--- config.mk ---
export PLATFORM = sky130hd
export DESIGN_NAME = mux_arbiter_8
export DESIGN_NICKNAME = d
export VERILOG_FILES = /design/src/rtl/mux_arbiter_8.sv
export SDC_FILE = /design/constraint.sdc
export NUM_CORES = 1
export LEC_CHECK = 0
export BUFFER_PORTS_ARGS = -buffer_cell sky130_fd_sc_hd__buf_4
export CAP_MARGIN = 20
export CORE_MARGIN = 1
export CORE_UTILIZATION = 50
export CTS_CLUSTER_DIAMETER = 50
export DETAILED_ROUTE_END_ITERATION = 12
export PLACE_DENSITY = 0.88
export SLEW_MARGIN = 20
export SYNTH_ARGS = -nofsm -noshare
export SYNTH_HDL_FRONTEND = slang
export SYNTH_SLANG_ARGS = --single-unit
--- constraint.sdc ---
create_clock -name clk -period 7.85 [get_ports clk]
set_input_delay 2.355 -clock clk [delete_from_list [all_inputs] [get_ports clk]]
set_output_delay 2.355 -clock clk [all_outputs]
set_load 0.02 [all_outputs]
--- src/rtl/mux_arbiter_8.sv ---
// mux_arbiter_8: round-robin arbiter and sequencer for a shared 8:1 mux.
// Eight sources present burst requests. One source is granted at a time.
// Its words are captured into a single valid/ready output register.
// A grant ends on the source's last word, after MAX_BURST beats, or when
// the source drops its request.

module mux_arbiter_8 #(
    parameter int DATA_W    = 16,
    parameter int MAX_BURST = 4
) (
    input  logic              clk,
    input  logic              reset,
    input  logic [8:1]        req,
    input  logic [8:1]        last,
    input  logic [DATA_W-1:0] A1,
    input  logic [DATA_W-1:0] A2,
    input  logic [DATA_W-1:0] A3,
    input  logic [DATA_W-1:0] A4,
    input  logic [DATA_W-1:0] A5,
    input  logic [DATA_W-1:0] A6,
    input  logic [DATA_W-1:0] A7,
    input  logic [DATA_W-1:0] A8,
    input  logic              out_ready,
    output logic [8:1]        grant,
    output logic [2:0]        chooser,
    output logic [8:1]        ack,
    output logic [DATA_W-1:0] out,
    output logic              out_valid,
    output logic              busy
);

    typedef enum logic [0:0] {
        ST_IDLE = 1'b0,
        ST_XFER = 1'b1
    } state_t;

    localparam logic [3:0] BURST_LIMIT = 4'(MAX_BURST);

    // One-hot code for a zero-based source index (bit j = source j+1).
    function automatic logic [7:0] onehot8(input logic [2:0] idx);
        onehot8 = 8'b0000_0001 << idx;
    endfunction

    state_t            state_r;
    state_t            state_nxt_s;
    logic [7:0]        grant_r;
    logic [2:0]        chooser_r;
    logic [2:0]        rr_idx_r;      // zero-based index of the last served source
    logic [3:0]        beat_cnt_r;
    logic [DATA_W-1:0] out_r;
    logic              out_valid_r;
    logic              busy_r;

    logic [7:0]        req_s;         // bit j is source j+1
    logic [7:0]        last_s;
    logic [DATA_W-1:0] mux_s;
    logic              win_found_s;
    logic [2:0]        win_idx_s;
    logic              req_g_s;
    logic              last_g_s;
    logic              beat_s;
    logic              term_s;
    logic [3:0]        beat_cnt_inc_s;

    assign req_s  = req;
    assign last_s = last;

    // Shared 8:1 data mux steered by the registered select.
    always_comb begin
        mux_s = {DATA_W{1'b0}};
        case (chooser_r)
            3'd0:    mux_s = A1;
            3'd1:    mux_s = A2;
            3'd2:    mux_s = A3;
            3'd3:    mux_s = A4;
            3'd4:    mux_s = A5;
            3'd5:    mux_s = A6;
            3'd6:    mux_s = A7;
            3'd7:    mux_s = A8;
            default: mux_s = {DATA_W{1'b0}};
        endcase
    end

    // Round-robin search starting just after the last served source.
    // The last served source is checked last, so it has the lowest priority.
    always_comb begin
        logic [2:0] cand;
        win_found_s = 1'b0;
        win_idx_s   = 3'd0;
        cand        = 3'd0;
        for (int i = 1; i <= 8; i++) begin
            cand = rr_idx_r + 3'(i);
            if (!win_found_s && req_s[cand]) begin
                win_found_s = 1'b1;
                win_idx_s   = cand;
            end else begin
                win_found_s = win_found_s;
            end
        end
    end

    // Beat and termination conditions for the current grant.
    // No beat is taken in a reset cycle, so no ack is issued then.
    always_comb begin
        req_g_s        = req_s[chooser_r];
        last_g_s       = last_s[chooser_r];
        beat_cnt_inc_s = beat_cnt_r + 4'd1;
        if ((state_r == ST_XFER) && !reset) begin
            beat_s = req_g_s && (!out_valid_r || out_ready);
        end else begin
            beat_s = 1'b0;
        end
        if (state_r == ST_XFER) begin
            term_s = !req_g_s ||
                     (beat_s && (last_g_s || (beat_cnt_inc_s == BURST_LIMIT)));
        end else begin
            term_s = 1'b0;
        end
    end

    // Next-state logic for the IDLE/XFER sequencer.
    always_comb begin
        state_nxt_s = state_r;
        case (state_r)
            ST_IDLE: begin
                if (win_found_s) begin
                    state_nxt_s = ST_XFER;
                end else begin
                    state_nxt_s = ST_IDLE;
                end
            end
            ST_XFER: begin
                if (term_s) begin
                    state_nxt_s = ST_IDLE;
                end else begin
                    state_nxt_s = ST_XFER;
                end
            end
            default: state_nxt_s = ST_IDLE;
        endcase
    end

    // State register with a registered busy flag that mirrors XFER.
    always_ff @(posedge clk) begin
        if (reset) begin
            state_r <= ST_IDLE;
            busy_r  <= 1'b0;
        end else begin
            state_r <= state_nxt_s;
            busy_r  <= (state_nxt_s == ST_XFER);
        end
    end

    // Grant, select, round-robin pointer and beat counter.
    // The select only moves when a new grant is issued.
    always_ff @(posedge clk) begin
        if (reset) begin
            grant_r    <= 8'h00;
            chooser_r  <= 3'd0;
            rr_idx_r   <= 3'd7;
            beat_cnt_r <= 4'd0;
        end else begin
            case (state_r)
                ST_IDLE: begin
                    if (win_found_s) begin
                        grant_r    <= onehot8(win_idx_s);
                        chooser_r  <= win_idx_s;
                        rr_idx_r   <= win_idx_s;
                        beat_cnt_r <= 4'd0;
                    end else begin
                        grant_r <= 8'h00;
                    end
                end
                ST_XFER: begin
                    if (beat_s) begin
                        beat_cnt_r <= beat_cnt_inc_s;
                    end else begin
                        beat_cnt_r <= beat_cnt_r;
                    end
                    if (term_s) begin
                        grant_r <= 8'h00;
                    end else begin
                        grant_r <= grant_r;
                    end
                end
                default: grant_r <= 8'h00;
            endcase
        end
    end

    // Output register: capture on a beat, release when the consumer takes it.
    always_ff @(posedge clk) begin
        if (reset) begin
            out_r       <= {DATA_W{1'b0}};
            out_valid_r <= 1'b0;
        end else if (beat_s) begin
            out_r       <= mux_s;
            out_valid_r <= 1'b1;
        end else if (out_valid_r && out_ready) begin
            out_valid_r <= 1'b0;
        end else begin
            out_valid_r <= out_valid_r;
        end
    end

    assign grant     = grant_r;
    assign chooser   = chooser_r;
    assign ack       = beat_s ? grant_r : 8'h00;
    assign out       = out_r;
    assign out_valid = out_valid_r;
    assign busy      = busy_r;

endmodule

### After elaboration in Yosys (flattened, before gate mapping)

Index checks and enable logic that the tools add are counted.

* memory bits (writable): 0
* memories kept: 0
* word-level logic and storage cells: 116
* output and inout port bits: 37
* flip-flop bits (word level): 36
* ROM bits: 0
* latch bits: 0
* bits of input ports: 147

* $add $sub $neg: 8
* muxes and demuxes: 51
* bitwise logic cells: 1
* equal/unequal tests: 11
* reduce and logical (&&, ||, !) cells: 28
* multipliers: 0
* div/mod/pow operators: 0
* shifts and indexed selects: 1
* magnitude comparators: 9

Operators by type and width (count)
* 16-bit one-hot mux with 8 select lines: 1
* 3-bit by 4-bit less-than comparator with 1-bit output (second input constant): 9
* 1-bit binary-select mux with 3-bit select: 10
* 1-bit two-way mux: 24
* 3-bit two-way mux: 8
* 8-bit two-way mux: 3
* 8-bit one-hot mux with 2 select lines: 1
* 3-bit adder (second input constant): 4
* 3-bit equality test (second input constant): 4
* 1-bit logical AND: 11
* 1-bit logical NOT: 10
* 4-bit two-way mux: 2
* 4-bit one-hot mux with 2 select lines: 1
* 1-bit by 3-bit left shift with 8-bit output (first input constant): 1
* 3-bit by 2-bit adder with 3-bit output (second input constant): 2
* 3-bit by 2-bit equality test with 1-bit output (second input constant): 2
* 4-bit by 1-bit adder with 4-bit output (second input constant): 1
* 4-bit by 3-bit equality test with 1-bit output (second input constant): 1
* 2-bit by 1-bit inequality test with 1-bit output (second input constant): 2
* 2-bit AND reduction: 2
* 3-bit by 1-bit adder with 3-bit output (second input constant): 1
* 3-bit by 1-bit equality test with 1-bit output (second input constant): 1
* 3-bit logical NOT: 1
* 1-bit logical OR: 3
* 4 further kinds: 4

### Depth between registers and ports, before layout

* depth in word-level cells: 28
* depth in mapped cells: 12
* mapped depth without buffers: 10

### Worst setup path after synthesis

Ideal clock, no wire load.

* path type: input -> output
* from: input port req[4] (netlist bit)
* to: output port ack[1] (netlist bit)
* setup slack: 2101 ps
* stages on the path: 6
* buffers on the path: 0
* data arrival time: 3394 ps
* cells stage by stage: mux4_2 nand2_1 nand2_1 nand3_1 nor2_1 and2_1

* cells in the longest elaborated chain, start to end: 5

RTL lines
* from (decl): RTL line 13 `input logic [8:1] req,`
* 1-bit binary-select mux with 3-bit select: RTL line 105 `req_g_s = req_s[chooser_r];`
* 1-bit two-way mux (not written as such): RTL line 105
* 1-bit logical AND: RTL line 109 `beat_s = req_g_s && (!out_valid_r || out_ready);`
* 1-bit two-way mux: RTL line 108 `if ((state_r == ST_XFER) && !reset) begin`
* 8-bit two-way mux: RTL line 208 `assign ack = beat_s ? grant_r : 8'h00;`
* to (decl): RTL line 26 `output logic [8:1] ack,`

No other way between the ends. The select of a mux whose other input is x is not followed.

### Final worst setup path

* from: input port req[4] (netlist bit)
* to: output port ack[3] (netlist bit)

The elaborated chain is that of the path after synthesis.

==> flow_metrics.env <==
export IMPL_status="completed"
export IMPL_routed_wl_met2_um=6000
export IMPL_initial_core_util_pct=51.4
export IMPL_path_max_fanout=23
export IMPL_switching_share_pct=48.7
export IMPL_drc=0
export IMPL_final_cell_area_sq_um=4920
export IMPL_cts_resized=0
export IMPL_grt_pass1_wl_um=18400
export IMPL_p_total_w=0.00151
export IMPL_drt_total_wl_um=12200
export IMPL_max_freq_mhz=157
export IMPL_end_kind="primary output"
export IMPL_maxCapViolations=0
export IMPL_maxSlewHeadroom_pct=49.2
export IMPL_placementRows=30
export IMPL_r2r_start="rr_idx_r[0]"
export IMPL_numCtsBuffers=5
export IMPL_synth_edf_count=0
export IMPL_routedWlPerCell_um=19.0
export IMPL_setup_viol=0
export IMPL_p_sw_w=0.000734
export IMPL_antenna_found_initial=1
export IMPL_rsz0062_at_grt="no"
export IMPL_synth_cell_types=67
export IMPL_hp_start="out[9]"
export IMPL_power_frac_comb_pct=71.0
export IMPL_fin_tns_setup_ns=0
export IMPL_internal_power_w=0.000774
export IMPL_clkSlewWorstSetupHoldPaths_ns=0.07
export IMPL_die_area_sq_um=7290
export IMPL_avgViaCountPerCell=6.27
export IMPL_crit_type="in -> out"
export IMPL_peakVddDrop_v=0.000131
export IMPL_htree_levels=2
export IMPL_clock_tree_root_cell="clkbuf_8"
export IMPL_worst_slew_pin_slew_ns=0.761
export IMPL_dr_pass1_iters=5
export IMPL_fin_cells=641
export IMPL_async_flop_share_pct=0
export IMPL_cts_buffer_depth=2
export IMPL_hold_depth=2
export IMPL_syn_avg_cell_area_sq_um=8.76
export IMPL_drive_gt1_share_pct=43.9
export IMPL_n_antenna_cell=0
export IMPL_synth_seq_cells=36
export IMPL_crit_chain="buf_4 -> mux4_2 -> nand2_1 -> nand2_1 -> nand3_1 -> buf_4 -> nor2_1 -> and2_1 -> buf_4"
export IMPL_die_height_um=85.4
export IMPL_nNetsFinal=711
export IMPL_area_growth_pct=41.4
export IMPL_core_sq_um=6760
export IMPL_cp_required_ns=5.50
export IMPL_hold_viol=0
export IMPL_multiInputGateArea_sq_um=2550
export IMPL_vias=4022
export IMPL_critPathLaunch="req[4]"
export IMPL_grt_max_degree=44
export IMPL_die_w_um=85.4
export IMPL_pwr_share_clk_pct=9.4
export IMPL_syn_area_sq_um=3480
export IMPL_pre_cts_ws_ns=1.47
export IMPL_grt_pass1_vias=3621
export IMPL_synth_nets=548
export IMPL_synth_ff_type="dfxtp_1"
export IMPL_placed_area_sq_um=4820
export IMPL_leakage_nw=2.11
export IMPL_reg2regPathDepth=10
export IMPL_slew_violations=0
export IMPL_cp_common_cell="buf_4"
export IMPL_regArea_sq_um=723
export IMPL_synth_cells=397
export IMPL_cts_tree="yes"
export IMPL_max_stage_delay_ns=0.46
export IMPL_cp_start_kind="input pin"
export IMPL_place_inst=633
export IMPL_met3WireLength_um=1100
export IMPL_hold_path_class="reg -> reg"
export IMPL_grt_use_total_pct=32.8
export IMPL_cp_slowest_cell="mux4_2"
export IMPL_arrival_ns=4.02
export IMPL_drt_iter0_drc=308
export IMPL_hpwl_um=9640
export IMPL_insertion_delay_ns=0.30
export IMPL_io_pins=184
export IMPL_portBuffers=183
export IMPL_ys_seq_area_share_pct=20.7
export IMPL_cts_hold_buffers_added=0
export IMPL_fin_crit_sh_pct=81.2
export IMPL_cts_setup_buffers=0
export IMPL_gp_congestion=0.889
export IMPL_fin_crit_ns=6.38
export IMPL_clock_sinks=36
export IMPL_layout_setup_ws_ns=1.47
export IMPL_fillers=520
export IMPL_sequentialPowerShare_pct=19.6
export IMPL_routed_top_layer="met5"
export IMPL_grt_overflow=0
export IMPL_power_density_nw_per_um2=307
export IMPL_postRouteAntennaNets=0
export IMPL_synth_warnings=0
export IMPL_fin_skew_ns=0.00602
export IMPL_wl_met1_um=4760
synthesized netlist by cell type (6+ instances only):
cell type   n  share of area, %
clkbuf_1   16               1.7
nor2_1     18               1.9
mux4_2     25                16
nand3_1    12               1.7
a21oi_1    34               4.9
o21ai_0    28               4.0
nand2_1    60               6.5
dfxtp_1    36                21
inv_1       8              0.86
a32o_1      8               2.3
mux2i_1    25               7.2
o211ai_1   11               2.4
and2_1     11               2.0
o22ai_1     6               1.1
cells in the final DEF, fill, tap and decap left out, types with 8 or more instances in the layout:
master / count
buf_4: 187
nand2_1: 60
a21oi_1: 34
dfxtp_1: 34
o21ai_0: 28
mux4_2: 25
mux2i_1: 25
nor2_1: 18
nand3_1: 12
and2_1: 11
o211ai_1: 11
inv_1: 8
a32o_1: 8
routing by layer:
metal / vias up / GRT usage [%]
met5: - / 0
met4: 2 / 9.85
met3: 34 / 8.56
met2: 231 / 54.3
met1: 1913 / 42.2
li1: 1842 / -
sequential cells by signal (all words and copies together), names as in the netlist:
register / flops
beat_cnt_r: 4
rr_idx_r: 3
grant: 8
out_valid: 1
chooser: 3
out: 16
busy: 1
critical path: cells and delay by family:
family	cells	cell delay, ns
AND/OR/NAND/NOR	5	0.67
multiplexers	1	0.46
buffers and inverters	3	0.54
through the flow:
stage / util [%] / hold slack, ns
5_1_grt: 72.8 / 0.478
6_report: 72.8 / 0.454
4_1_cts: 72.8 / 0.453
3_5_place_dp: 71.3 / 0.445
3_3_place_gp: 71.3 / 0.440
2_1_floorplan: - / 0.470
area by class of cell:
cell class              count  area share [%]
clock inverters             2           0.305
multi-input cells         320            51.9
flip-flops and latches     36            14.7
inverters                  10           0.764
well taps                  80            2.04
clock buffers               6            1.68
repair buffers            187            28.6
final timing paths:
kind	end	slack, ns
min	out[9]	0.45
max	ack[3]	1.47
max reg2reg	beat_cnt_r[2]	3.51
min reg2reg	out[9]	0.45
cell families (layout without fill, tap and decap cells):
logic type               count (synthesis)  in the layout  synth area share, %
AND/OR/NAND/NOR                        127            127                 17.4
adder cells (fa/ha/maj)                  4              4                 1.44
buffers and inverters                   41            205                 5.80
XOR/XNOR                                 6              6                 1.51
flip-flops                              36             36                 20.7
multiplexers                            61             61                 29.3
AO/OA/AOI/OAI                          122            122                 23.9
power by group through the flow:
stage | Clock [W] | Combinational, W | Sequential (W)
after CTS | 0.000143 | 0.00105 | 0.000295
after global placement | 0 | 0.00102 | 0.000295
after detailed placement | 0 | 0.00105 | 0.000299
final | 0.000141 | 0.00107 | 0.000296
after floorplan | 0 | 0.000777 | 0.000300
after global routing | 0.000154 | 0.00114 | 0.000304
Power figures use the tool's default switching activity.
